<file path="src/rtl/cfeb_seq_pkg.sv">
// Shared constants, counter widths and FSM state encoding for the CFEB
// readout push sequencer.
package cfeb_seq_pkg;

    localparam int NWORDS_DFLT = 96;
    localparam int GAP_DFLT    = 6;
    localparam int XGAP_DFLT   = 12;
    localparam int PDLY_DFLT   = 6;
    localparam int CDLY_DFLT   = 3;

    localparam int WCNT_W = 7;
    localparam int BCNT_W = 4;
    localparam int XCNT_W = 6;

    typedef enum logic [2:0] {
        ST_IDLE = 3'd0,
        ST_DATA = 3'd1,
        ST_GAP  = 3'd2,
        ST_LAST = 3'd3,
        ST_XGAP = 3'd4,
        ST_XFER = 3'd5,
        ST_TAIL = 3'd6
    } state_e;

endpackage

</file>
<file path="src/rtl/cfeb_push_seq_if.sv">
// Request/status and CPLD strobe bundle between the readout FSM, the
// sequencer and the CFEB block CPLD pins.
interface cfeb_push_seq_if
    import cfeb_seq_pkg::*;
();
    logic              START;
    logic [BCNT_W-1:0] NBLK;
    logic [XCNT_W-1:0] NXL;
    logic              BUSY;
    logic              PUSH;
    logic              LASTWORD;
    logic              XLOAD;
    logic              SENDCHECK;
    logic              DONE;

    modport master (
        output START, NBLK, NXL,
        input  BUSY, PUSH, LASTWORD, XLOAD, SENDCHECK, DONE
    );

    modport slave (
        input  START, NBLK, NXL,
        output BUSY, PUSH, LASTWORD, XLOAD, SENDCHECK, DONE
    );
endinterface

</file>
<file path="src/rtl/cfeb_sendcheck_gen.sv">
// Derives the CPLD SENDCHECK window from PUSH/XLOAD history:
// SENDCHECK(n) = !PUSH(n-CDLY) & PUSH(n-PDLY-CDLY) & !XLOAD(n-PDLY-CDLY).
module cfeb_sendcheck_gen
    import cfeb_seq_pkg::*;
#(
    parameter int PDLY = PDLY_DFLT,
    parameter int CDLY = CDLY_DFLT
) (
    input  logic CLK,
    input  logic RST,
    input  logic PUSH,
    input  logic XLOAD,
    output logic SENDCHECK
);

    logic [PDLY-1:0] sr_p;
    logic [CDLY-1:0] sr_c;
    logic            pre_chk;
    logic            tr;

    assign pre_chk = PUSH & ~XLOAD;
    assign tr      = ~PUSH & sr_p[PDLY-1];

    // NOTE: the history registers are reset on purpose so an aborted sequence
    // cannot leak a stale check window into the next one.
    always_ff @(posedge CLK) begin
        if (RST) begin
            sr_p <= '0;
            sr_c <= '0;
        end else begin
            sr_p <= {sr_p[PDLY-2:0], pre_chk};
            sr_c <= {sr_c[CDLY-2:0], tr};
        end
    end

    assign SENDCHECK = sr_c[CDLY-1];

endmodule

</file>
<file path="src/rtl/cfeb_push_seq.sv">
// CFEB readout sequencer: N data blocks of PUSH, a LASTWORD phase, an
// optional XLOAD burst and a drain tail, with all CPLD strobes registered.
module cfeb_push_seq
    import cfeb_seq_pkg::*;
#(
    parameter int NWORDS = NWORDS_DFLT,
    parameter int GAP    = GAP_DFLT,
    parameter int XGAP   = XGAP_DFLT,
    parameter int PDLY   = PDLY_DFLT,
    parameter int CDLY   = CDLY_DFLT
) (
    input  logic           CLK,
    input  logic           RST,
    cfeb_push_seq_if.slave bus
);

    localparam logic [WCNT_W-1:0] WORDS_M1 = WCNT_W'(NWORDS - 1);
    localparam logic [WCNT_W-1:0] GAP_M1   = WCNT_W'(GAP - 1);
    localparam logic [WCNT_W-1:0] XGAP_M1  = WCNT_W'(XGAP - 1);

    state_e            state,    state_nxt;
    logic [WCNT_W-1:0] wcnt,     wcnt_nxt;
    logic [BCNT_W-1:0] bcnt,     bcnt_nxt;
    logic [XCNT_W-1:0] xcnt,     xcnt_nxt;
    logic [XCNT_W-1:0] nxl_q,    nxl_nxt;
    logic              done_nxt;

    logic busy_q, push_q, lastword_q, xload_q, done_q;
    logic sendcheck;

    // NOTE: every signal gets a default before the case so no latch can be
    // inferred on paths that leave it unassigned.
    always_comb begin
        state_nxt = state;
        wcnt_nxt  = wcnt;
        bcnt_nxt  = bcnt;
        xcnt_nxt  = xcnt;
        nxl_nxt   = nxl_q;
        done_nxt  = 1'b0;

        unique case (state)
            ST_IDLE: begin
                // A START landing on the DONE cycle belongs to the old sequence.
                if (bus.START && !done_q) begin
                    nxl_nxt = bus.NXL;
                    if (bus.NBLK != '0) begin
                        state_nxt = ST_DATA;
                        wcnt_nxt  = WORDS_M1;
                        bcnt_nxt  = bus.NBLK - 1'b1;
                    end else if (bus.NXL != '0) begin
                        state_nxt = ST_XGAP;
                        wcnt_nxt  = XGAP_M1;
                    end else begin
                        state_nxt = ST_TAIL;
                        wcnt_nxt  = GAP_M1;
                    end
                end
            end
            ST_DATA: begin
                if (wcnt == '0) begin
                    wcnt_nxt = GAP_M1;
                    if (bcnt != '0) begin
                        state_nxt = ST_GAP;
                        bcnt_nxt  = bcnt - 1'b1;
                    end else begin
                        state_nxt = ST_LAST;
                    end
                end else begin
                    wcnt_nxt = wcnt - 1'b1;
                end
            end
            ST_GAP: begin
                if (wcnt == '0) begin
                    state_nxt = ST_DATA;
                    wcnt_nxt  = WORDS_M1;
                end else begin
                    wcnt_nxt = wcnt - 1'b1;
                end
            end
            ST_LAST: begin
                if (wcnt == '0) begin
                    if (nxl_q != '0) begin
                        state_nxt = ST_XGAP;
                        wcnt_nxt  = XGAP_M1;
                    end else begin
                        state_nxt = ST_TAIL;
                        wcnt_nxt  = GAP_M1;
                    end
                end else begin
                    wcnt_nxt = wcnt - 1'b1;
                end
            end
            ST_XGAP: begin
                if (wcnt == '0) begin
                    state_nxt = ST_XFER;
                    xcnt_nxt  = nxl_q - 1'b1;
                end else begin
                    wcnt_nxt = wcnt - 1'b1;
                end
            end
            ST_XFER: begin
                if (xcnt == '0) begin
                    state_nxt = ST_TAIL;
                    wcnt_nxt  = GAP_M1;
                end else begin
                    xcnt_nxt = xcnt - 1'b1;
                end
            end
            ST_TAIL: begin
                if (wcnt == '0) begin
                    state_nxt = ST_IDLE;
                    done_nxt  = 1'b1;
                end else begin
                    wcnt_nxt = wcnt - 1'b1;
                end
            end
            default: state_nxt = ST_IDLE;
        endcase
    end

    // NOTE: sequential state uses non-blocking assignments so every flop
    // samples the pre-edge values regardless of statement order.
    always_ff @(posedge CLK) begin
        if (RST) begin
            state      <= ST_IDLE;
            wcnt       <= '0;
            bcnt       <= '0;
            xcnt       <= '0;
            nxl_q      <= '0;
            busy_q     <= 1'b0;
            push_q     <= 1'b0;
            lastword_q <= 1'b0;
            xload_q    <= 1'b0;
            done_q     <= 1'b0;
        end else begin
            state      <= state_nxt;
            wcnt       <= wcnt_nxt;
            bcnt       <= bcnt_nxt;
            xcnt       <= xcnt_nxt;
            nxl_q      <= nxl_nxt;
            busy_q     <= (state_nxt != ST_IDLE);
            push_q     <= (state_nxt == ST_DATA) || (state_nxt == ST_XFER);
            lastword_q <= (state_nxt == ST_LAST);
            xload_q    <= (state_nxt == ST_XFER);
            done_q     <= done_nxt;
        end
    end

    cfeb_sendcheck_gen #(
        .PDLY (PDLY),
        .CDLY (CDLY)
    ) u_sendcheck_gen (
        .CLK       (CLK),
        .RST       (RST),
        .PUSH      (push_q),
        .XLOAD     (xload_q),
        .SENDCHECK (sendcheck)
    );

    assign bus.BUSY      = busy_q;
    assign bus.PUSH      = push_q;
    assign bus.LASTWORD  = lastword_q;
    assign bus.XLOAD     = xload_q;
    assign bus.SENDCHECK = sendcheck;
    assign bus.DONE      = done_q;

endmodule

</file>
<file path="src/flat_wrapper.sv">
// flat-port wrapper written by rule: the top's interface ports become plain ports
module cfeb_push_seq_flat import cfeb_seq_pkg::*;
#(
    parameter int NWORDS = NWORDS_DFLT,
    parameter int GAP    = GAP_DFLT,
    parameter int XGAP   = XGAP_DFLT,
    parameter int PDLY   = PDLY_DFLT,
    parameter int CDLY   = CDLY_DFLT
)
  (CLK, RST, bus_START, bus_NBLK, bus_NXL, bus_BUSY, bus_PUSH, bus_LASTWORD, bus_XLOAD, bus_SENDCHECK, bus_DONE);
  cfeb_push_seq_if bus_i ();
  input  logic CLK;
  input  logic RST;
  input wire logic [$bits(bus_i.START)-1:0] bus_START;
  input wire logic [$bits(bus_i.NBLK)-1:0] bus_NBLK;
  input wire logic [$bits(bus_i.NXL)-1:0] bus_NXL;
  output wire logic [$bits(bus_i.BUSY)-1:0] bus_BUSY;
  output wire logic [$bits(bus_i.PUSH)-1:0] bus_PUSH;
  output wire logic [$bits(bus_i.LASTWORD)-1:0] bus_LASTWORD;
  output wire logic [$bits(bus_i.XLOAD)-1:0] bus_XLOAD;
  output wire logic [$bits(bus_i.SENDCHECK)-1:0] bus_SENDCHECK;
  output wire logic [$bits(bus_i.DONE)-1:0] bus_DONE;
  assign bus_i.START = bus_START;
  assign bus_i.NBLK = bus_NBLK;
  assign bus_i.NXL = bus_NXL;
  assign bus_BUSY = bus_i.BUSY;
  assign bus_PUSH = bus_i.PUSH;
  assign bus_LASTWORD = bus_i.LASTWORD;
  assign bus_XLOAD = bus_i.XLOAD;
  assign bus_SENDCHECK = bus_i.SENDCHECK;
  assign bus_DONE = bus_i.DONE;
  cfeb_push_seq #(.NWORDS(NWORDS), .GAP(GAP), .XGAP(XGAP), .PDLY(PDLY), .CDLY(CDLY)) u_core (.CLK(CLK), .RST(RST), .bus(bus_i));
endmodule
</file>
<file path="config.mk">
export PLATFORM = sky130hd
export DESIGN_NAME = cfeb_push_seq_flat
export DESIGN_NICKNAME = d
export VERILOG_FILES = /design/src/rtl/cfeb_seq_pkg.sv /design/src/rtl/cfeb_push_seq_if.sv /design/src/rtl/cfeb_sendcheck_gen.sv /design/src/rtl/cfeb_push_seq.sv /design/src/flat_wrapper.sv
export SDC_FILE = /design/constraint.sdc
export NUM_CORES = 1
export LEC_CHECK = 0
export ABC_CLOCK_PERIOD_IN_PS = 5300
export CELL_PAD_IN_SITES_DETAIL_PLACEMENT = 1
export CELL_PAD_IN_SITES_GLOBAL_PLACEMENT = 1
export CORE_ASPECT_RATIO = 0.7
export CORE_MARGIN = 2
export CORE_UTILIZATION = 45
export DETAILED_ROUTE_END_ITERATION = 10
export GPL_TIMING_DRIVEN = 0
export HOLD_SLACK_MARGIN = 0.05
export PLACE_DENSITY_LB_ADDON = 0.1
export SYNTH_ARGS = -nofsm -noshare
export SYNTH_HDL_FRONTEND = slang
export SYNTH_HIERARCHICAL = 1
export SYNTH_SLANG_ARGS = --single-unit
export TNS_END_PERCENT = 20
</file>
<file path="constraint.sdc">
create_clock -name CLK -period 5.3 [get_ports CLK]
set_input_delay 0.53 -clock CLK [delete_from_list [all_inputs] [get_ports CLK]]
set_output_delay 0.53 -clock CLK [all_outputs]
set_load 0.01 [all_outputs]
</file>
# --- Yosys cells after proc, flatten, opt, wreduce, memory -nomap -nowiden ---
# Cells that the tools add are included.
op_classes:
  bitwise_logic: 5
  n_mux: 31
  reduce_logical: 20
  n_addsub: 5
  eq_ne: 17
ops:
  columns: ["op", "n"]
  rows:
  - ["$mux W7", 7]
  - ["$pmux W7 S6", 1]
  - ["$mux W3", 8]
  - ["$mux W4", 6]
  - ["$pmux W3 S7", 1]
  - ["$reduce_bool A6 Y1", 3]
  - ["$eq A3 B3 Y1 const B", 4]
  - ["$mux W6", 2]
  - ["$ne A2 B1 Y1 const B", 6]
  - ["$pmux W6 S2", 1]
  - ["$sub A6 B1 Y6 const B", 2]
  - ["$eq A3 B2 Y1 const B", 3]
  - ["$pmux W4 S2", 1]
  - ["$reduce_bool A4 Y1", 2]
  - ["$sub A4 B1 Y4 const B", 2]
  - ["$logic_not A7 Y1", 1]
  - ["$sub A7 B1 Y7 const B", 1]
  - ["$eq A3 B1 Y1 const B", 2]
  - ["$logic_not A6 Y1", 1]
  - ["$reduce_and A5 Y1", 1]
  - ["$mux W2", 2]
  - ["$ne A2 B2 Y1 const B", 2]
  - ["$reduce_and A4 Y1", 1]
  - ["$reduce_bool A2 Y1", 2]
  - ["other kinds (11)", 16]
totals:
  ff_bits: 40
  word_cells: 90
  inputBits: 13

# --- Longest topological paths before layout ---
depth:
  depth_word: 7
  ltp_mapped: 9

# --- Hierarchy ---
# Netlist, hierarchy kept.
by_module_without_submodules:
  columns: ["module", "instances", "cells_per_inst", "area_per_inst_um2", "seq_area_each_um2"]
  rows:
  - ["cfeb_push_seq", 1, 266, 2082.0, 620.6]
  - ["cfeb_sendcheck_gen", 1, 18, 249.0, 180.2]

# --- Least setup slack after synthesis ---
# Ideal clock, no wire load.
synth_path:
  path_type: "register -> register"
  from: "register u_core.state[2]"
  to: "register u_core.xcnt[4]"
  path_buffers: 2
  path_stages_with_launch: 10
  required_ps: 5168
  t_arrival_ps: 2051
  period_less_slack_ps: 2184
  slack_ps: 3116
  setup_ps: 132
  path_cell_list: "dfxtp_1 > clkbuf_1 > nand3b_1 > clkbuf_1 > mux2i_1 > ha_1 > inv_1 > o311a_1 > o21ai_0 > a21oi_1"
synth_via:
  elab_chain_cells: 3
synth_lines:
  columns: ["item", "line_no", "text"]
  rows:
  - ["from (decl)", "cfeb_push_seq.sv:21", "state_e state, state_nxt;"]
  - ["from (signal assigned)", "cfeb_push_seq.sv:136", "state <= state_nxt;"]
  - ["$eq A3 B3 Y1", "cfeb_push_seq.sv:41", "unique case (state)"]
  - ["$ne A2 B2 Y1 (no line) (tied with other cells)", null, null]
  - ["$reduce_and A3 Y1 (no line)", null, null]
  - ["to (signal assigned)", "cfeb_push_seq.sv:139", "xcnt <= xcnt_nxt;"]
  - ["to (decl)", "cfeb_push_seq.sv:24", "logic [XCNT_W-1:0] xcnt, xcnt_nxt;"]
# Parallel ways exist; a longest one is shown, timed or not.
# A chain may end at the register's enable or synchronous reset.

# --- Worst setup path in the final report ---
# Ends and elaborated chain as after synthesis.

==> run metrics <==
Die H between 60 and 70 um; via/cell ratio 6.19; Avg Inst Size Synth 8.21 um2; drt first pass iters 5; Mapped Area 2330 um2; max-slew violation count 0; CP arrival 2930 ps; final std cells w/o fill roughly 380; main area contributors after synthesis dfxtp_1 34%, a21oi_1 5.8%, o21ai_0 3.9%; Leakage Power ~0.95 nW; CTS Buf Count 5; Final Power 1.06 mW; root buffer cell clkbuf_8; Comb pwr share 38.4%; worst skew pair latency 300 ps; CP startpoint kind flip-flop; overall routed net length 7.27 mm; layout overhead on the synthesized area 16.4%; Internal Pwr Total 645 uW; Post-synth EDFFs 0; Worst EP required approximately 5500 ps; largest net degree at the start of global routing 15; Yosys reg bits 40; die extent in x 90.0 um; element type at the critical path end flip-flop; Final min period between 2000 and 3000 ps; Final Hold Viols 0; clk sinks 40; buffer count from post-CTS setup fixing 0; Setup Skew 8.40 ps; Post-layout nets 326; Worst Hold Class reg -> reg; Syn Inst Count 284; Power Density 390 nW/um2; Post-Synthesis Net Count 301; sequential share of power 36.9%; dpl hpwl 5.25 mm; Yosys top cell area share 34.4%; DR WL/cell approximately 19 um; placed insts between 300 and 400; die area between 5000 and 6000 um2; hold slack about 440 ps; grt ovf 0; max-cap viol count 0; worst-path maximum fanout 10; status finished, final reports clean; clock buffer depth 2; CTS tree yes; Core Region 4890 um2; drt first-iter violations approximately 160; Clock power frac 24.7%; Initial Utilization 47.7%; Synth cell types between 50 and 60; Final GP Congestion 0.849; share of layout cells above drive strength 1 7.74%; initial antenna violation count 0; Max Clock Freq ~360 MHz; Final setup viols 0; Layout Utilization 55.5%; Setup TNS 0 ps; total track usage a little over a quarter; H-tree depth 2; Seq/Total Area, Yosys about 34%; clk slew on worst S/H paths 90 ps; yosys synthesis warning count 6; vias 2346; post-route DRC violation count 0; Post-DRT Antenna Nets 0; num rows 21; IO Count 19; vias in the first global route 2336; Peak supply drop just over 0.2 mV; first-pass GRT wire length roughly 12 mm; ANT cells 0; unrepaired setup endpoints after global routing false; # hold bufs at CTS 0; I/O Buffers 18; Psw 413 uW; period utilisation layout a little over half; Async S/R FF share, synth 0%; Tightest Pin Transition 906 ps; switching fraction of total power 39.0%; # resized after CTS 0; Most used DFF post-synth dfxtp_1; dominant cell type by area after synthesis dfxtp_1; Setup CP Type reg -> reg; slew margin rel. 39.2%
-- metrics by stage --
step	worst slack, ps	cell area, um2
final	2540	2710
after global routing	2330	2710
after CTS	2630	2710
after detailed placement	2460	2600
after global placement	2500	2600
after floorplan	3120	2330
-- worst max-delay path, cell delays in order (launching register included) --
cell and delay [ps]:
dfxtp_1 490, clkbuf_1 400, nand3b_1 220, clkbuf_1 290, mux2i_1 270, ha_1 290
inv_1 130, o311a_1 290, o21ai_0 170, a21oi_1 90
-- layout by cell type, fill, tap and decap left out, types with 2 or more instances in the layout --
master	n
nor4_4	2
o22ai_1	2
nor3b_2	3
or4_1	5
nor4b_1	2
o211ai_1	4
xnor2_1	3
buf_2	2
o21ai_0	18
o311ai_0	3
clkbuf_1	11
a21boi_0	3
nor4_1	5
a211oi_1	5
a32oi_1	2
o21bai_1	3
a311oi_1	2
a21oi_1	27
buf_1	3
mux2i_1	5
nand3_1	13
nor3b_1	4
nor3_1	12
clkbuf_8	5
a31oi_1	8
nor2b_1	9
nand2b_1	10
dfxtp_1	40
ha_1	4
clkdlybuf4s50_1	18
or3_1	3
o31ai_1	4
nand2_1	23
nor2_1	16
o311a_1	3
inv_1	6
-- power groups by stage --
stage                     logic [mW]  clock network (mW)  registers (mW)
after detailed placement       0.394                   0           0.396
after global placement         0.383                   0           0.393
after floorplan                0.284                   0           0.384
final                          0.406               0.262           0.391
after global routing           0.445               0.282           0.396
after CTS                      0.399               0.269           0.389
-- layout make-up --
class	instances	area [um2]
buffer	17	73.8
clock buffer	5	68.8
clock inverter	3	46.3
fill	621	2170
inverter	6	22.5
multi-input combinational	221	1430
sequential	40	801
tap	69	86.3
timing repair buffer	18	180
-- synth_stat cells (all sizes together) (5+ instances only) --
cell type / instances
a211oi: 5
nand3: 13
nor4: 7
dfxtp: 40
nor3: 12
a31oi: 8
clkbuf: 11
buf: 6
nand2b: 10
nand2: 23
a21oi: 27
inv: 6
or4: 6
o21ai: 18
nor2b: 9
nor3b: 7
mux2i: 5
nor2: 16
-- path summary, 6_finish.rpt --
path / from / end / slack [ps] / cells after the start
setup / recovery: u_core/state[2] / u_core/xcnt[4] / 2540 / 9
hold / removal: u_core/bus.XLOAD / u_core/u_sendcheck_gen/sr_p[0] / 440 / 1
setup reg to reg: u_core/state[2] / u_core/xcnt[4] / 2540 / 9
hold reg to reg: u_core/bus.XLOAD / u_core/u_sendcheck_gen/sr_p[0] / 440 / 1
-- flip-flops by register name (all words and copies together) (netlist names) --
register                     cells
u_core/bcnt                      4
u_core/bus.BUSY                  1
u_core/bus.DONE                  1
u_core/bus.LASTWORD              1
u_core/bus.PUSH                  1
u_core/bus.XLOAD                 1
u_core/nxl_q                     6
u_core/state                     3
u_core/u_sendcheck_gen/sr_c      3
u_core/u_sendcheck_gen/sr_p      6
u_core/wcnt                      7
u_core/xcnt                      6
-- layer usage --
layer  share of wire, %  up-vias  GRT usage [%]
met2                 45       69           41.5
li1                   -     1118              -
met4               0.73        0           6.35
met1                 50     1151           36.8
met5                  0        -              0
met3                4.8        8           4.83
-- cell families after synthesis --
logic type	count (synthesis)	synth area share, %
AOI/OAI and AO/OA	93	26.6
xor gates and xnor gates	3	1.13
adders and majority gates	4	2.15
buffers and inverters	23	4.13
DFF	40	34.4
muxes	5	2.15
and+or+nand+nor	116	29.5
No activity file was read; power rests on OpenSTA's default activity.
